<file path="src/rtl/apb_spi_regif.sv">
// apb_spi_regif
//   APB3 slave front end for the SPI master register port. An APB setup
//   phase is turned into a single one-cycle WR/DR strobe toward the master,
//   write data is forwarded on o_WDATA, read data is captured into PRDATA,
//   and the access phase is stretched with wait states until PREADY.
//   TX/CMD writes wait for the master to go idle, bounded by TIMEOUT cycles
//   (0 = wait forever).
// Ports
//   PCLK, PRESET        clock, synchronous active-high reset
//   PSEL .. PWDATA      APB3 request
//   PRDATA, PREADY,     APB3 response; PREADY is a one-cycle pulse and
//   PSLVERR             PSLVERR is only meaningful with it
//   o_WR, o_DR          one-hot, one-cycle strobes to the master
//   o_WDATA             write data to the master, held until the next write
//   i_RDATA             master read data, valid the cycle after a DR strobe
//   i_BUSY              master transfer in progress
module apb_spi_regif #(
   parameter int TIMEOUT = 16
) (
   input  logic       PCLK,
   input  logic       PRESET,
   input  logic       PSEL,
   input  logic       PENABLE,
   input  logic       PWRITE,
   input  logic [3:0] PADDR,
   input  logic [7:0] PWDATA,
   output logic [7:0] PRDATA,
   output logic       PREADY,
   output logic       PSLVERR,
   output logic [3:0] o_WR,
   output logic [3:0] o_DR,
   output logic [7:0] o_WDATA,
   input  logic [7:0] i_RDATA,
   input  logic       i_BUSY
);

   localparam int CW = (TIMEOUT < 1) ? 1 : $clog2(TIMEOUT + 1);
   localparam logic [CW-1:0] CNT_MAX = (TIMEOUT == 0) ? {CW{1'b1}} : CW'(TIMEOUT);

   typedef enum logic [2:0] {
      IDLE,
      WAIT_BUSY,
      STROBE,
      CAPTURE,
      DONE
   } state_t;

   state_t        state, state_nxt;
   logic [3:0]    addr_q;
   logic          write_q;
   logic [7:0]    wdata_q;
   logic          err_q, err_nxt;
   logic [CW-1:0] cnt, cnt_inc;
   logic          setup;
   logic [3:0]    sel_addr;
   logic          sel_wr;
   logic [7:0]    sel_wdata;
   logic [3:0]    strobe_bits;
   logic [3:0]    wr_nxt, dr_nxt;
   logic          wdata_ld;

   // saturating busy-wait counter
   assign cnt_inc = (cnt == CNT_MAX) ? cnt : cnt + CW'(1);

   always_comb begin
      state_nxt = state;
      err_nxt   = err_q;
      setup     = 1'b0;
      case (state)
         IDLE: begin
            // an access phase without a preceding setup is ignored
            if (PSEL && !PENABLE) begin
               setup   = 1'b1;
               err_nxt = 1'b0;
               if (|PADDR[3:2]) begin
                  state_nxt = DONE;
                  err_nxt   = 1'b1;
               end else if (PWRITE && PADDR[0] && i_BUSY) begin
                  state_nxt = WAIT_BUSY;
               end else begin
                  state_nxt = STROBE;
               end
            end
         end
         WAIT_BUSY: begin
            // master going idle wins over a simultaneous timeout
            if (!i_BUSY) begin
               state_nxt = STROBE;
            end else if (TIMEOUT != 0 && cnt_inc == CNT_MAX) begin
               state_nxt = DONE;
               err_nxt   = 1'b1;
            end
         end
         STROBE:  state_nxt = write_q ? DONE : CAPTURE;
         CAPTURE: state_nxt = DONE;
         DONE:    state_nxt = IDLE;
         default: state_nxt = IDLE;
      endcase
      // deselect aborts the transfer; no response is given
      if (state != IDLE && !PSEL) state_nxt = IDLE;
   end

   // strobes are registered on entry to STROBE so they are clean one-cycle
   // pulses; from IDLE the request fields are not latched yet, so take them
   // straight from the bus
   always_comb begin
      sel_addr    = setup ? PADDR  : addr_q;
      sel_wr      = setup ? PWRITE : write_q;
      sel_wdata   = setup ? PWDATA : wdata_q;
      strobe_bits = 4'd1 << sel_addr[1:0];
      wr_nxt      = 4'd0;
      dr_nxt      = 4'd0;
      wdata_ld    = 1'b0;
      if (state_nxt == STROBE) begin
         if (sel_wr) begin
            wr_nxt   = strobe_bits;
            wdata_ld = 1'b1;
         end else begin
            dr_nxt   = strobe_bits;
         end
      end
   end

   always_ff @(posedge PCLK) begin
      if (PRESET) begin
         state   <= IDLE;
         addr_q  <= 4'd0;
         write_q <= 1'b0;
         wdata_q <= 8'd0;
         err_q   <= 1'b0;
         cnt     <= '0;
         PRDATA  <= 8'd0;
         PREADY  <= 1'b0;
         PSLVERR <= 1'b0;
         o_WR    <= 4'd0;
         o_DR    <= 4'd0;
         o_WDATA <= 8'd0;
      end else begin
         state   <= state_nxt;
         err_q   <= err_nxt;
         if (setup) begin
            addr_q  <= PADDR;
            write_q <= PWRITE;
            wdata_q <= PWDATA;
            cnt     <= '0;
         end else if (state == WAIT_BUSY) begin
            cnt     <= cnt_inc;
         end
         o_WR    <= wr_nxt;
         o_DR    <= dr_nxt;
         if (wdata_ld) o_WDATA <= sel_wdata;
         // only a completed read updates PRDATA
         if (state == CAPTURE && state_nxt == DONE) PRDATA <= i_RDATA;
         PREADY  <= (state_nxt == DONE);
         PSLVERR <= (state_nxt == DONE) && err_nxt;
      end
   end

endmodule
</file>
<file path="config.mk">
export PLATFORM = sky130hd
export DESIGN_NAME = apb_spi_regif
export DESIGN_NICKNAME = d
export VERILOG_FILES = /design/src/rtl/apb_spi_regif.sv
export SDC_FILE = /design/constraint.sdc
export NUM_CORES = 1
export LEC_CHECK = 0
export CAP_MARGIN = 10
export CORE_MARGIN = 2
export CORE_UTILIZATION = 30
export DETAILED_ROUTE_END_ITERATION = 10
export GPL_TIMING_DRIVEN = 0
export SLEW_MARGIN = 20
export SYNTH_ARGS = -nofsm -noshare
export SYNTH_HDL_FRONTEND = slang
export SYNTH_SLANG_ARGS = --single-unit
</file>
<file path="constraint.sdc">
create_clock -name PCLK -period 1.6 [get_ports PCLK]
set_input_delay 0.32 -clock PCLK [delete_from_list [all_inputs] [get_ports PCLK]]
set_output_delay 0.32 -clock PCLK [all_outputs]
set_load 0.02 [all_outputs]
</file>
==> results of run 1 <==
-- per-layer routing --
| layer | track usage, % | vias to the layer above | share of wire (%) |
|---|---|---|---|
| met3 | 4.03 | 6 | 4.4 |
| met2 | 23.3 | 31 | 48 |
| met5 | 0 | - | 0 |
| li1 | - | 888 | - |
| met4 | 4.33 | 0 | 1.3 |
| met1 | 18.4 | 835 | 46 |
-- stage by stage --
| step | hold slack [ns] | cell area [um2] | cells |
|---|---|---|---|
| floorplan | 0.437 | 1960 | 222 |
| global placement | 0.443 | 2560 | 349 |
| detailed placement | 0.450 | 2560 | 349 |
| CTS | 0.461 | 2840 | 367 |
| global route | 0.479 | 3000 | 369 |
| finish | 0.457 | 3000 | 369 |
-- worst max path at each step --
stage                        start    endpoint  slack [ns]  depth (start not counted)
after global routing      state[1]     o_DR[3]       -0.29                          6
final                     state[1]  o_WDATA[2]       -0.16                          5
after detailed placement   PENABLE  o_WDATA[1]       -0.69                          7
after CTS                 state[2]     o_DR[0]       -0.22                          6
after global placement     PENABLE  o_WDATA[7]       -0.69                          7
after floorplan           state[1]  o_WDATA[0]       -0.12                          7
-- synthesized netlist by cell type (2+ instances only) --
library cell,number,area [um2]
nand4_1,4,25.0
nor3_1,7,35.0
dfxtp_1,46,921
a31oi_1,4,25.0
xnor2_1,2,17.5
xor2_1,3,26.3
a311oi_1,2,17.5
a21oi_1,30,150
nor2_1,17,63.8
clkbuf_1,7,26.3
nand2_1,43,161
nor2b_1,8,50.1
inv_1,8,30.0
buf_2,3,15.0
nand3_2,2,20.0
mux2_2,8,90.1
ha_1,2,25.0
buf_4,2,15.0
nor3b_1,4,30.0
-- worst min-delay path: cells and delay by family (launching register included) --
| kind | cells | cell delay (ns) |
|---|---|---|
| AOI/OAI and AO/OA | 1 | 0.05 |
| DFF | 1 | 0.31 |
| and+or+nand+nor | 1 | 0.05 |
-- registers in the layout, indices dropped and copies added (netlist names), 2 cells and up --
signal / cells
addr_q: 2
o_WDATA: 8
o_DR: 4
wdata_q: 8
cnt: 5
PRDATA: 8
state: 3
o_WR: 4
-- power groups by stage --
stage          combinational (mW)  sequential [mW]  clock [mW]
2_1_floorplan               0.130             1.21           0
3_3_place_gp                0.243             1.21           0
3_5_place_dp                0.245             1.21           0
4_1_cts                     0.287             1.18       0.752
5_1_grt                     0.350             1.18       0.807
6_report                    0.322             1.18       0.724
-- timing repair --
item / in CTS / in global routing
cloned: 1 / 0
gates resized for setup: 36 / 41
setup buffers: 11 / 4
pin swaps: 20 / 14
endpoints found under the setup margin: 35 / 42
-- area by class of cell --
cell class                 count  area (um2)  share of cell area [%]
multi-input combinational    155        1080                    36.2
sequential                    46         936                    31.2
timing repair buffer          66         678                    22.6
tap                           77        96.3                    3.21
clock buffer                   7        86.3                    2.88
buffer                         9        80.1                    2.67
inverter                       8        32.5                    1.08
clock inverter                 1        5.00                   0.167
-- cell families after synthesis --
group | after synthesis | synth area share (%)
compound gates | 44 | 14.9
flops | 46 | 47.3
mux | 9 | 5.14
buf+inv | 21 | 5.01
simple gates | 95 | 24.1
fa+ha+maj | 2 | 1.29
xor+xnor | 5 | 2.25
==> out/qor.yml, run 1 <==
power:
  swShare_pct: 24.6
  p_int_mw: 1.68
  p_per_area_nw_per_um2: 742
  combPwrFrac_pct: 14.4
  power.total_mw: 2.23
  power_frac_seq_pct: 53.0
  leakagePower_nw: 1.27
  p_sw_uw: 547
  clockPowerShare_pct: 32.5
  vdd_drop_max_mv: 0.313
routing:
  drt-pass1-iter-count: 4
  viasPerCell: 4.77
  remaining_drc_errors: 0
  num_vias: 1760
  wirelength_um: 4950
  initialDrtViolationCount: 66
  wire_per_inst_um: 13.4
  ant_nets: 0
worst_setup_path:
  cp_top_family: "simple AND/OR/NAND/NOR gates"
  worstPathRequired_ns: 1.79
  critPathBufInv: 0
  r2r_cells: 5
  max_stage_delay_ns: 0.36
  worstPathMaxFanout: 8
  cp-end-kind: "flip-flop"
  rr_startpoint: "state[1]"
  crit_chain: "nor4_4 > nand3_2 > a211oi_2 > nand2_4 > mux2_4"
  cp_slowest_cell: "dfxtp_4"
  cp-start-kind: "flip-flop"
  regToRegSetupSlack_ns: -0.16
  arrival_ns: 1.95
  regToRegEndpoint: "o_WDATA[2]"
  crit_type: "flip-flop to flip-flop"
cts:
  clk_pin_slew_worst_paths_ns: 0.08
  cts_buffers: 5
  htreeDepth: 2
  clockBufferDepth: 2
  clock-sinks: 46
  clk-insertion-delay-late_ns: 0.30
  hold_buffers: 0
  cts_tree: "built"
  cts_root_buffer: "clkbuf_8"
synth:
  synth_edf_count: 0
  synth_nets: 250
  synth.avg_cell_area_um2: 8.77
  yosysSeqAreaShare_pct: 47.3
  ys.flop_type: "dfxtp_1"
  ys_seq_elements: 46
  yosysWarnings: 0
  yosysUniqueCellTypes: 39
  async_flop_share_pct: 0
  synthCells: 222
  netlist_area_um2: 1950
timing:
  final.setup.worst_slack_ns: -0.162
  fin_setup_tns_ns: -2.40
  hold_viol: 0
  slew_violations: 0
  clock.fmax_ghz: 0.568
  layout_min_cycle_time_ns: 1.76
  period_share_pct: 110
  clock_skew_ns: 0.00407
  finalSetupViolations: 18
  rsz0062_at_grt: "yes"
  tightestPinTransition_ns: 0.484
  maxSlewHeadroom_pct: 67.7
floorplanning:
  start_util_pct: 30.8
  die_area_um2: 7150
  rows: 29
  io_pins: 52
  dieHeight_um: 84.6
  die_x_um: 84.6
  core-area_um2: 6310
status:
  violations: "negative setup slack"
  status: "finished with violations"
final_layout:
  fillers: 641
  nets: 319
  diodes: 0
  mostFrequentLayoutCells: "40 x dfxtp_1, 40 x nand2_1, 34 x clkdlybuf4s50_1"
  area_growth_pct: 54.0
  finish.utilization_pct: 47.5
  drive_above_1_share_pct: 26.4
hold_path:
  holdPathStages: 2
  worstHoldPathType: "flip-flop to flip-flop"
  min-delay-start: "PRDATA[2]"
  min_delay_worst_endpoint: "PRDATA[2]"
job:
  drv_cap: 0
global_route:
  overflow: 0
  antenna_found_initial: 0
  grt_pass1_wl_um: 8330
  grt_max_degree: 14
  grt_use_total_pct: 14.3
  grt_pass1_vias: 1775
placement:
  place_ws_ns: -0.691
  place_congestion: 0.793
  dp_hpwl_um: 3270
  portBuffers: 50
Power figures use the tool's default switching activity.
==> run 2, diff against run 1 <==
--- a/config.mk
+++ b/config.mk
@@ -8,6 +8,7 @@
 export CAP_MARGIN = 10
 export CORE_MARGIN = 2
 export CORE_UTILIZATION = 30
+export CTS_BUF_LIST = sky130_fd_sc_hd__clkbuf_4 sky130_fd_sc_hd__clkbuf_8 sky130_fd_sc_hd__clkbuf_16
 export DETAILED_ROUTE_END_ITERATION = 10
 export GPL_TIMING_DRIVEN = 0
 export SLEW_MARGIN = 20
==> run 2 against run 1 <==
Compared with the run above: critical endpoint unchanged; non-clock buffer count fell by 2; critical path depth is 1 higher; die area unchanged; clock skew increased by 0.0030 ns; cell area is 2.5% lower; the flow still finishes with violations (negative setup slack); power down 0.59%; largest power group unchanged; core utilization decreased by 1.2 points; highest routed layer unchanged; via count increased by 0.34%; register-to-register slack lost 0.02 ns.
==> out/qor.yml, run 2 (synthesis results as in run 1) <==
status:
  status: "finished with violations"  # unchanged
  violations: "negative setup slack"  # unchanged
hold_path:
  holdPathStages: 2  # unchanged
  min_delay_worst_endpoint: "PRDATA[2]"  # unchanged
  worstHoldPathType: "flip-flop to flip-flop"  # unchanged
  min-delay-start: "PRDATA[2]"  # unchanged
worst_setup_path:
  arrival_ns: 1.98  # was 1.95 ns
  rr_startpoint: "state[1]"  # unchanged
  cp_top_family: "simple AND/OR/NAND/NOR gates"  # unchanged
  cp_slowest_cell: "dfxtp_4"  # unchanged
  crit_type: "flip-flop to flip-flop"  # unchanged
  critPathBufInv: 1  # was 0
  r2r_cells: 6  # was 5
  regToRegSetupSlack_ns: -0.19  # was -0.16 ns
  worstPathRequired_ns: 1.79  # about the same
  cp-end-kind: "flip-flop"  # unchanged
  crit_chain: "nor4_4 > nand3_2 > buf_4 > o32ai_4 > nand2_4 > mux2_4"  # was nor4_4 > nand3_2 > a211oi_2 > nand2_4 > mux2_4
  max_stage_delay_ns: 0.36  # about the same
  cp-start-kind: "flip-flop"  # unchanged
  regToRegEndpoint: "o_WDATA[2]"  # unchanged
  worstPathMaxFanout: 8  # unchanged
final_layout:
  multi_input_area_um2: 1050  # was 1080 um2
  area_growth_pct: 50.3  # was 54.0%
  nets: 317  # was 319
  diodes: 0  # unchanged
  fillers: 642  # was 641
  ff_latch_area_um2: 936  # unchanged
  fin_cells: 367  # was 369
  drive_above_1_share_pct: 23.8  # was 26.4%
  top_regs: "PRDATA x8, o_WDATA x8, wdata_q x8"  # unchanged
  mostFrequentLayoutCells: "42 x nand2_1, 40 x dfxtp_1, 35 x clkdlybuf4s50_1"  # was 40 x dfxtp_1, 40 x nand2_1, 34 x clkdlybuf4s50_1
  final_common_cell: "nand2_1"
floorplanning:
  io_pins: 52  # unchanged
  dieHeight_um: 84.6  # unchanged
  rows: 29  # unchanged
  die_x_um: 84.6  # unchanged
  core-area_um2: 6310  # unchanged
  start_util_pct: 30.8  # unchanged
  die_area_um2: 7150  # unchanged
power:
  p_per_area_nw_per_um2: 756  # was 742 nW/um2
  leakagePower_nw: 1.25  # was 1.27 nW
  power.total_mw: 2.21  # was 2.23 mW
  vdd_drop_max_mv: 0.335  # was 0.313 mV
timing:
  layout_min_cycle_time_ns: 1.79  # was 1.76 ns
  clock.fmax_ghz: 0.560  # was 0.568 GHz
  final.setup.worst_slack_ns: -0.186  # was -0.162 ns
  maxSlewHeadroom_pct: 69.7  # was 67.7%
  rsz0062_at_grt: "yes"  # unchanged
  clock_skew_ns: 0.00703  # was 0.00407 ns
  tightestPinTransition_ns: 0.455  # was 0.484 ns
  period_share_pct: 112  # was 110%
  slew_violations: 0  # unchanged
  hold_viol: 0  # unchanged
  finalSetupViolations: 20  # was 18
placement:
  portBuffers: 50  # unchanged
  dp_hpwl_um: 3270  # unchanged
  place_congestion: 0.793  # unchanged
  placed_cells: 349  # unchanged
global_route:
  antenna_found_initial: 0  # unchanged
  grt_use_total_pct: 13.9  # was 14.3%
  overflow: 0  # unchanged
  grt_pass1_vias: 1717  # was 1775
  grt_pass1_wl_um: 8090  # was 8330 um
  grt_max_degree: 14  # unchanged
routing:
  wirelength_um: 4890  # was 4950 um
  drt-pass1-iter-count: 4  # unchanged
  wire_per_inst_um: 13.3  # was 13.4 um
  ant_nets: 0  # unchanged
  initialDrtViolationCount: 88  # was 66
  num_vias: 1766  # was 1760
  remaining_drc_errors: 0  # unchanged
  viasPerCell: 4.81  # was 4.77
cts:
  cts_buffers: 5  # unchanged
  clk_pin_slew_worst_paths_ns: 0.08  # about the same
  cts_tree: "built"  # unchanged
  clk-insertion-delay-late_ns: 0.30  # about the same
  htreeDepth: 2  # unchanged
  cts_root_buffer: "clkbuf_8"  # unchanged
  clockBufferDepth: 2  # unchanged
  clock-sinks: 46  # unchanged
job:
  drv_cap: 0  # unchanged
run 2: report_power, final:
group          switching, mW  total [mW]  internal [mW]
Combinational          0.147       0.290          0.143
Clock                  0.377       0.743          0.366
Sequential            0.0143        1.18           1.17
Total                  0.538        2.21           1.67
run 2: worst max path at each step:
stage	startpoint	end	slack, ns	depth (start not counted)
2_1_floorplan	state[1]	o_WDATA[0]	-0.12	7
3_3_place_gp	PENABLE	o_WDATA[7]	-0.69	7
3_5_place_dp	PENABLE	o_WDATA[1]	-0.69	7
4_1_cts	state[2]	o_DR[0]	-0.26	6
5_1_grt	state[1]	o_DR[3]	-0.31	6
6_report	state[1]	o_WDATA[2]	-0.19	6
run 2: area by class of cell:
class	instances	area share, %
well taps	77	3.29
plain buffers	9	2.40
clock buffers	7	3.08
multi-input cells	155	36.1
flip-flops and latches	46	32.0
clock inverters	1	0.171
inverters	8	1.11
repair buffers	64	21.9
run 2: per-stage QoR:
| stage | cell area, um2 | setup slack [ns] | util (%) | TNS (ns) | hold slack, ns |
|---|---|---|---|---|---|
| finish | 2930 | -0.186 | 46.3 | -2.70 | 0.457 |
| CTS | 2770 | -0.258 | 43.9 | -3.57 | 0.461 |
| global route | 2930 | -0.312 | 46.3 | -5.04 | 0.479 |
| detailed placement | 2560 | -0.691 | 40.5 | -21.13 | 0.450 |
| global placement | 2560 | -0.686 | 40.5 | -20.99 | 0.443 |
| floorplan | 1960 | -0.116 | - | -0.892 | 0.437 |
run 2: what timing repair did:
item | CTS | global route
buffers inserted | 7 | 7
pin swaps | 17 | 14
hold buffers | 0 | 0
endpoints found under the setup margin | 35 | 43
gates resized for setup | 33 | 31
run 2: tightest hold or removal path: cells and delay by family (launching register included):
kind               cells  cell delay [ns]
AOI/OAI and AO/OA      1             0.05
and+or+nand+nor        1             0.05
DFF                    1             0.31
run 2: routing by layer:
layer / up-vias / global-route usage, % / wire [um]
met2: 38 / 22.5 / 2330
met4: 0 / 4.62 / 51
met5: - / 0 / 0
met3: 6 / 4.13 / 228
li1: 885 / - / -
met1: 837 / 17.8 / 2280
==> run 3, diff against run 2 <==
--- a/config.mk
+++ b/config.mk
@@ -11,6 +11,7 @@
 export CTS_BUF_LIST = sky130_fd_sc_hd__clkbuf_4 sky130_fd_sc_hd__clkbuf_8 sky130_fd_sc_hd__clkbuf_16
 export DETAILED_ROUTE_END_ITERATION = 10
 export GPL_TIMING_DRIVEN = 0
+export HOLD_SLACK_MARGIN = 0.12
 export SLEW_MARGIN = 20
 export SYNTH_ARGS = -nofsm -noshare
 export SYNTH_HDL_FRONTEND = slang
==> results of run 3 <==
Same layout as run 2: the final DEF is identical, and so are final timing and power.
